$ cat config.mk
export PLATFORM = sky130hd
export DESIGN_NAME = fetch_stage_flat
export DESIGN_NICKNAME = d
export VERILOG_FILES = /design/src/rtl/riscv_pkg.sv /design/src/rtl/fetch_stage_if.sv /design/src/rtl/fetch_stage_pc_reg.sv /design/src/rtl/fetch_stage.sv /design/src/flat_wrapper.sv
export SDC_FILE = /design/constraint.sdc
export NUM_CORES = 1
export LEC_CHECK = 0
export CORE_MARGIN = 2
export CORE_UTILIZATION = 47
export CTS_BUF_LIST = sky130_fd_sc_hd__clkbuf_8
export DETAILED_ROUTE_END_ITERATION = 8
export GPL_TIMING_DRIVEN = 0
export PLACE_DENSITY = 0.8
export SLEW_MARGIN = 20
export SYNTH_ARGS = -nofsm -noshare
export SYNTH_HDL_FRONTEND = slang
export SYNTH_SLANG_ARGS = --single-unit
export TNS_END_PERCENT = 10
$ cat constraint.sdc
create_clock -name clk -period 3.35 [get_ports clk]
set_input_delay 0.5025 -clock clk [delete_from_list [all_inputs] [get_ports clk]]
set_output_delay 0.5025 -clock clk [all_outputs]
set_load 0.02 [all_outputs]
$ cat src/rtl/riscv_pkg.sv
// Shared RV32 constants and types for the fetch stage.
// Holds the bubble encoding, the fetch FSM states and the IF/ID register layout.
package riscv_pkg;

    localparam int          XLEN      = 32;
    localparam logic [31:0] NOP_INSTR = 32'h0000_0013;

    typedef enum logic {
        BOOT = 1'b0,
        RUN  = 1'b1
    } fetch_state_e;

    typedef struct packed {
        logic [XLEN-1:0] instr;
        logic [XLEN-1:0] pc;
        logic [XLEN-1:0] pc_plus4;
        logic            valid;
    } ifid_t;

    function automatic logic is_misaligned(input logic [XLEN-1:0] addr);
        return addr[1:0] != 2'b00;
    endfunction

endpackage

$ cat src/rtl/fetch_stage_if.sv
// Fetch-stage bus: imem address/data, hazard controls, Execute redirect and IF/ID outputs.
// FETCH_PERF_CNT_EN adds the StallCnt/FlushCnt counter outputs.
interface fetch_stage_if;
    import riscv_pkg::*;

    logic            stall;
    logic            flush;
    logic            PCSrcE;
    logic [XLEN-1:0] PCTargetE;
    logic [XLEN-1:0] InstrF;
    logic [XLEN-1:0] PCF;
    logic [XLEN-1:0] InstrD;
    logic [XLEN-1:0] PCD;
    logic [XLEN-1:0] PCPlus4D;
    logic            ValidD;
    logic            MisalignF;
`ifdef FETCH_PERF_CNT_EN
    logic [31:0]     StallCnt;
    logic [31:0]     FlushCnt;
`endif

`ifdef FETCH_PERF_CNT_EN
    modport master (
        input  stall, flush, PCSrcE, PCTargetE, InstrF,
        output PCF, InstrD, PCD, PCPlus4D, ValidD, MisalignF, StallCnt, FlushCnt
    );
    modport slave (
        output stall, flush, PCSrcE, PCTargetE, InstrF,
        input  PCF, InstrD, PCD, PCPlus4D, ValidD, MisalignF, StallCnt, FlushCnt
    );
`else
    modport master (
        input  stall, flush, PCSrcE, PCTargetE, InstrF,
        output PCF, InstrD, PCD, PCPlus4D, ValidD, MisalignF
    );
    modport slave (
        output stall, flush, PCSrcE, PCTargetE, InstrF,
        input  PCF, InstrD, PCD, PCPlus4D, ValidD, MisalignF
    );
`endif

endinterface

$ cat src/rtl/fetch_stage_pc_reg.sv
// Program counter register with its next-PC mux: redirect, then stall hold, then PC+4.
// The PC is frozen at RESET_PC until the fetch FSM reaches RUN.
module pc_reg
    import riscv_pkg::*;
#(
    parameter logic [XLEN-1:0] RESET_PC = '0
) (
    input  logic            clk,
    input  logic            rst_n,
    input  logic            run,
    input  logic            stall,
    input  logic            redirect,
    input  logic [XLEN-1:0] target,
    output logic [XLEN-1:0] pc,
    output logic [XLEN-1:0] pc_plus4
);

    logic [XLEN-1:0] pc_q;
    logic [XLEN-1:0] pc_next;

    // Wraps modulo 2^32 at the top of the address space.
    assign pc_plus4 = pc_q + XLEN'(4);
    assign pc       = pc_q;

    // NOTE: a combinational block assigns every output a default first, so no path infers a latch.
    always_comb begin
        pc_next = pc_q;
        if (run) begin
            if (redirect)    pc_next = target;
            else if (!stall) pc_next = pc_plus4;
        end
    end

    // NOTE: sequential state uses non-blocking assignments so all registers see pre-edge values.
    always_ff @(posedge clk or negedge rst_n) begin
        if (!rst_n) pc_q <= RESET_PC;
        else        pc_q <= pc_next;
    end

endmodule

$ cat src/rtl/fetch_stage.sv
// RV32 instruction fetch stage: boot FSM, PC register (pc_reg) and the IF/ID pipeline register.
// Define FETCH_PERF_CNT_EN to add saturating stall/flush event counters.
module fetch_stage
    import riscv_pkg::*;
#(
    parameter logic [XLEN-1:0] RESET_PC  = 32'h0000_0000,
    parameter logic [XLEN-1:0] NOP_INSTR = riscv_pkg::NOP_INSTR
) (
    input  logic          clk,
    input  logic          rst_n,
    fetch_stage_if.master bus
);

    fetch_state_e    state_q;
    fetch_state_e    state_next;
    ifid_t           ifid_q;
    ifid_t           ifid_next;
    logic            run;
    logic [XLEN-1:0] pc_plus4f;
    logic            misalign_q;

    always_comb begin
        state_next = state_q;
        unique case (state_q)
            BOOT:    state_next = RUN;
            RUN:     state_next = RUN;
            default: state_next = BOOT;
        endcase
    end

    always_ff @(posedge clk or negedge rst_n) begin
        if (!rst_n) state_q <= BOOT;
        else        state_q <= state_next;
    end

    assign run = (state_q == RUN);

    pc_reg #(
        .RESET_PC (RESET_PC)
    ) u_pc_reg (
        .clk      (clk),
        .rst_n    (rst_n),
        .run      (run),
        .stall    (bus.stall),
        .redirect (bus.PCSrcE),
        .target   (bus.PCTargetE),
        .pc       (bus.PCF),
        .pc_plus4 (pc_plus4f)
    );

    // A bubble keeps PCD/PCPlus4D; only the instruction and valid bit are replaced.
    always_comb begin
        ifid_next = ifid_q;
        if (!run || bus.flush || bus.PCSrcE) begin
            ifid_next.instr = NOP_INSTR;
            ifid_next.valid = 1'b0;
        end else if (!bus.stall) begin
            ifid_next.instr    = bus.InstrF;
            ifid_next.pc       = bus.PCF;
            ifid_next.pc_plus4 = pc_plus4f;
            ifid_next.valid    = 1'b1;
        end
    end

    // NOTE: the IF/ID register is reset explicitly; Decode must see a defined bubble, not X.
    always_ff @(posedge clk or negedge rst_n) begin
        if (!rst_n) begin
            ifid_q.instr    <= NOP_INSTR;
            ifid_q.pc       <= '0;
            ifid_q.pc_plus4 <= '0;
            ifid_q.valid    <= 1'b0;
        end else begin
            ifid_q <= ifid_next;
        end
    end

    // Sticky until reset; the redirect itself still proceeds.
    always_ff @(posedge clk or negedge rst_n) begin
        if (!rst_n)                                             misalign_q <= 1'b0;
        else if (run && bus.PCSrcE && is_misaligned(bus.PCTargetE)) misalign_q <= 1'b1;
    end

    assign bus.InstrD    = ifid_q.instr;
    assign bus.PCD       = ifid_q.pc;
    assign bus.PCPlus4D  = ifid_q.pc_plus4;
    assign bus.ValidD    = ifid_q.valid;
    assign bus.MisalignF = misalign_q;

`ifdef FETCH_PERF_CNT_EN
    logic [31:0] stall_cnt_q;
    logic [31:0] flush_cnt_q;

    always_ff @(posedge clk or negedge rst_n) begin
        if (!rst_n) begin
            stall_cnt_q <= '0;
            flush_cnt_q <= '0;
        end else if (run) begin
            if (bus.stall && stall_cnt_q != 32'hFFFF_FFFF)
                stall_cnt_q <= stall_cnt_q + 32'd1;
            if ((bus.flush || bus.PCSrcE) && flush_cnt_q != 32'hFFFF_FFFF)
                flush_cnt_q <= flush_cnt_q + 32'd1;
        end
    end

    assign bus.StallCnt = stall_cnt_q;
    assign bus.FlushCnt = flush_cnt_q;
`endif

endmodule
$ cat src/flat_wrapper.sv
// flat-port wrapper written by rule: the top's interface ports become plain ports
module fetch_stage_flat import riscv_pkg::*;
#(
    parameter logic [XLEN-1:0] RESET_PC  = 32'h0000_0000,
    parameter logic [XLEN-1:0] NOP_INSTR = riscv_pkg::NOP_INSTR
)
  (clk, rst_n, bus_stall, bus_flush, bus_PCSrcE, bus_PCTargetE, bus_InstrF, bus_PCF, bus_InstrD, bus_PCD, bus_PCPlus4D, bus_ValidD, bus_MisalignF);
  fetch_stage_if bus_i ();
  input  logic clk;
  input  logic rst_n;
  input wire logic [$bits(bus_i.stall)-1:0] bus_stall;
  input wire logic [$bits(bus_i.flush)-1:0] bus_flush;
  input wire logic [$bits(bus_i.PCSrcE)-1:0] bus_PCSrcE;
  input wire logic [$bits(bus_i.PCTargetE)-1:0] bus_PCTargetE;
  input wire logic [$bits(bus_i.InstrF)-1:0] bus_InstrF;
  output wire logic [$bits(bus_i.PCF)-1:0] bus_PCF;
  output wire logic [$bits(bus_i.InstrD)-1:0] bus_InstrD;
  output wire logic [$bits(bus_i.PCD)-1:0] bus_PCD;
  output wire logic [$bits(bus_i.PCPlus4D)-1:0] bus_PCPlus4D;
  output wire logic [$bits(bus_i.ValidD)-1:0] bus_ValidD;
  output wire logic [$bits(bus_i.MisalignF)-1:0] bus_MisalignF;
  assign bus_i.stall = bus_stall;
  assign bus_i.flush = bus_flush;
  assign bus_i.PCSrcE = bus_PCSrcE;
  assign bus_i.PCTargetE = bus_PCTargetE;
  assign bus_i.InstrF = bus_InstrF;
  assign bus_PCF = bus_i.PCF;
  assign bus_InstrD = bus_i.InstrD;
  assign bus_PCD = bus_i.PCD;
  assign bus_PCPlus4D = bus_i.PCPlus4D;
  assign bus_ValidD = bus_i.ValidD;
  assign bus_MisalignF = bus_i.MisalignF;
  fetch_stage #(.RESET_PC(RESET_PC), .NOP_INSTR(NOP_INSTR)) u_core (.clk(clk), .rst_n(rst_n), .bus(bus_i));
endmodule
==> Implementation_results.wiki <==
{| class="wikitable"
! Metric !! Value
|-
| Final GP Congestion || ~0.93
|-
| Mux contribution to synthesized area || 0.0533
|-
| Cells after synthesis || 694
|-
| Max Slew Vio Count || 0
|-
| Post-Syn Nets || about 760
|-
| Leakage || 0.00385 uW
|-
| Number of distinct library cells after synthesis || 57
|-
| Worst setup slack for register-to-register paths || between 0.6 and 0.7 ns
|-
| Flops & latches, synth || between 100 and 150
|-
| Number of ports placed on the die boundary || 199
|-
| Worst-path fanout max || 10
|-
| Height of the die || 121 um
|-
| Endpoint of the worst setup timing path || u_core.u_pc_reg.pc[22]
|-
| Clock transition at path regs || around 0.070 ns
|-
| Slew Limit Headroom || 0.538
|-
| Max clock buf depth || 2
|-
| Total standard cell area after synthesis || approximately 6400 sq um
|-
| Congestion Overflow GR || 0
|-
| # clock sinks || between 100 and 150
|-
| Die Outline Area || between 10,000 and 15,000 sq um
|-
| Total core area || ~13,000 sq um
|-
| Reg2reg path depth || 7
|-
| CP required || between 3 and 4 ns
|-
| Fmax achieved || 375 MHz
|-
| Count of hold-fix buffers inserted at cts || 1
|-
| Mean routed wirelength per cell || 18.3 um
|-
| Share of layout cells above drive strength 1 || 0.0800
|-
| Crit path time final || about 2.7 ns
|-
| Max capacitance violation total || 0
|-
| Number of filler cells placed in the layout || 1,087
|-
| GRT Resource Usage Total || 0.283
|-
| Xor-xnor portion of the synthesized cell area || 0.0177
|-
| CTS tree || built
|-
| Critical Path Start || u_core.u_pc_reg.pc[2]
|-
| Status || finished, final reports clean
|-
| Synthesis Warnings || 0
|-
| Number of failing setup endpoints in the final timing report || 0
|-
| Number of hold-slack violations in the final timing report || 0
|-
| Post-route ant nets || 0
|-
| CTS buffer count || 17
|-
| Adder and majority gate portion of the synthesized area || 0.00195
|-
| Main combinational cell family by area after synthesis || simple AND/OR/NAND/NOR gates
|-
| Row Count || 42
|-
| Buffers on Ports || roughly 200
|-
| Power per cell area || ~560 nW/um^2
|-
| Per-instance average area after synthesis || ~9.3 sq um
|-
| Antenna Cells || 0
|-
| Buffer type at the clock tree root || clkbuf_8
|-
| Number of global-route vias before repair || 6,002
|-
| CTS-repair resized insts || 0
|-
| Die X-Extent || around 120 um
|-
| Area share of and/or/nand/nor cells after synthesis || 0.232
|-
| Launching point of the worst reg2reg path || u_core.u_pc_reg.pc[2]
|-
| Most used flip-flop cell after synthesis || dfrtp_1
|-
| Detailed Route WL || between 20 and 25 mm
|-
| Total negative slack || 0 ns
|-
| Vias per cell || 5.70
|-
| Skew-Pair Late Insertion Delay || ~0.45 ns
|-
| RR Endpoint || u_core.u_pc_reg.pc[22]
|-
| Multi-input combinational cell area || roughly 2800 sq um
|-
| Endpoint type of the worst setup path || flip-flop
|-
| VDD IR-drop max || between 0.3 and 0.4 mV
|-
| Pin count of the biggest net entering global routing || between 60 and 70
|-
| Worst slack at placement || 0.588 ns
|-
| Type of element launching the critical path || flip-flop
|-
| Type of the worst setup path || flip-flop to flip-flop
|-
| Share of synthesized flip-flops with an asynchronous set or reset || 1.00
|-
| FF/Latch Area || roughly 3200 sq um
|-
| Worst Path Arrival || between 2 and 3 ns
|-
| Post-route setup slack || between 0.6 and 0.7 ns
|-
| Detailed-route via count || 6,271
|-
| Compound-cell area share of the yosys netlist || 0.132
|-
| First-pass GRT wire length || about 32 mm
|-
| Min-Delay Path Class || flip-flop to flip-flop
|-
| Sequential cell area fraction in the yosys report || 0.503
|-
| Worst hold-check slack || 0.477 ns
|-
| Initial cell density of the core || 0.483
|-
| Measured slew at the worst slew-check pin || just under 0.7 ns
|-
| Final HPWL DP || between 10 and 15 mm
|-
| DRT iter0 DRCs || about 480
|-
| Nets@finish || a little under 1,000
|-
| Post-CTS setup buffer count || 0
|-
| CTS HTree Levels || 4
|-
| Number of antenna violations at the first check in global routing || 0
|-
| Number of iterations in the first detailed-routing pass || 8
|-
| Setup repair after global routing missed its margin || false
|-
| EDFF count, synth || 0
|-
| Area growth, synth to finish || 41.3%
|-
| Fraction of the cycle the final worst path needs || 0.796
|-
| Worst setup skew after layout || 0.00977 ns
|-
| DRC violations left || 0
|}
==> report_power, final <==
| group | internal [uW] | switching (uW) | total (uW) | leakage, uW |
|---|---|---|---|---|
| registers | 1810 | 202 | 2010 | 0.00159 |
| logic | 769 | 901 | 1670 | 0.00203 |
| clock network | 815 | 612 | 1430 | 0.000223 |
| total | 3390 | 1710 | 5110 | 0.00385 |
==> per-layer routing <==
| metal | global-route usage | vias up | wire length, um |
|---|---|---|---|
| li1 | - | 2887 | - |
| met1 | 0.364 | 2998 | 7990 |
| met2 | 0.455 | 339 | 9770 |
| met3 | 0.0766 | 47 | 1930 |
| met4 | 0.107 | 0 | 505 |
| met5 | 0 | - | 0 |
==> worst max-delay path, stage by stage, from the launching register on <==
cell      delay, ns
dfrtp_1        0.54
ha_1           0.35
and4_1         0.22
clkbuf_1       0.35
nand2_1        0.23
clkbuf_1       0.29
o311ai_0       0.39
o211ai_1       0.15
==> final cells by class <==
type / count / share of cell area
Multi-Input combinational cell: 488 / 0.309
Clock buffer: 18 / 0.0273
Tap cell: 176 / 0.0242
Timing Repair Buffer: 199 / 0.222
Sequential cell: 129 / 0.356
Inverter: 10 / 0.00413
Clock inverter: 14 / 0.0191
Buffer: 67 / 0.0384
==> worst min path at each step <==
stage / slack (ns) / depth (start not counted) / start / end
finish: 0.48 / 2 / u_core.bus.PCD[29] / u_core.bus.PCD[29]
global placement: 0.46 / 2 / u_core.bus.PCD[6] / u_core.bus.PCD[6]
detailed placement: 0.46 / 2 / u_core.bus.PCD[29] / u_core.bus.PCD[29]
floorplan: 0.21 / 0 / rst_n / u_core.bus.InstrD[10]
global route: 0.49 / 2 / u_core.bus.PCD[29] / u_core.bus.PCD[29]
CTS: 0.48 / 2 / u_core.bus.PCD[29] / u_core.bus.PCD[29]
==> Yosys cell counts (all sizes together), types with 3 or more instances <==
library cell	count	area (sq um)
mux2i	32	320
a211o	3	26.3
o211ai	14	105
o311ai	3	26.3
a22oi	4	30.0
nor2	66	248
or3	14	88.8
nor3	7	35.0
nand4b	4	35.0
o21ai	50	250
nand2	120	450
a21oi	20	100
o2bb2ai	4	35.0
nor2b	3	18.8
or4	9	67.6
dfrtp	126	3150
nand4	15	106
inv	10	37.5
nor4	5	31.3
nand3	27	148
or4b	4	40.0
buf	27	186
and4	10	90.1
o31ai	8	60.1
and3	17	108
dfstp	3	78.8
clkbuf	40	163
xor2	3	26.3
a31oi	17	106
xnor2	10	87.6
==> cells in the final DEF, fill, tap and decap left out, types with 3 or more instances in the layout <==
cell,count
o21ai_0,49
a22oi_1,4
buf_6,6
dfrtp_1,126
or4b_2,4
a211o_1,3
o2bb2ai_1,4
nand4_1,13
nor4_1,5
and4_1,8
clkdlybuf4s50_1,196
nand4b_1,4
xnor2_1,10
xor2_1,3
a21oi_1,20
clkinv_2,3
dfstp_2,3
and3_1,16
or4_1,9
o31ai_1,8
o211ai_1,14
clkbuf_1,37
buf_2,8
inv_1,13
nand2_1,120
a31oi_1,17
buf_4,8
nor2_1,66
clkbuf_8,19
bufinv_16,4
buf_1,5
o311ai_0,3
nor3_1,7
mux2i_1,32
nor2b_1,3
nand3_1,26
or3_1,13
==> per-stage QoR <==
stage / instances / utilization / instance area, sq um / total power [uW]
floorplan: 694 / - / 6430 / 2840
global placement: 1067 / 0.648 / 8620 / 3660
detailed placement: 1068 / 0.651 / 8650 / 3690
CTS: 1101 / 0.683 / 9080 / 5120
global route: 1101 / 0.683 / 9080 / 5340
finish: 1101 / 0.683 / 9080 / 5110
==> logic make-up after synthesis <==
group	after synthesis
xor+xnor	13
other cells	1
mux	34
simple gates	304
flops	129
buf+inv	77
compound gates	135
fa+ha+maj	1
No activity file was read; power rests on OpenSTA's default activity.
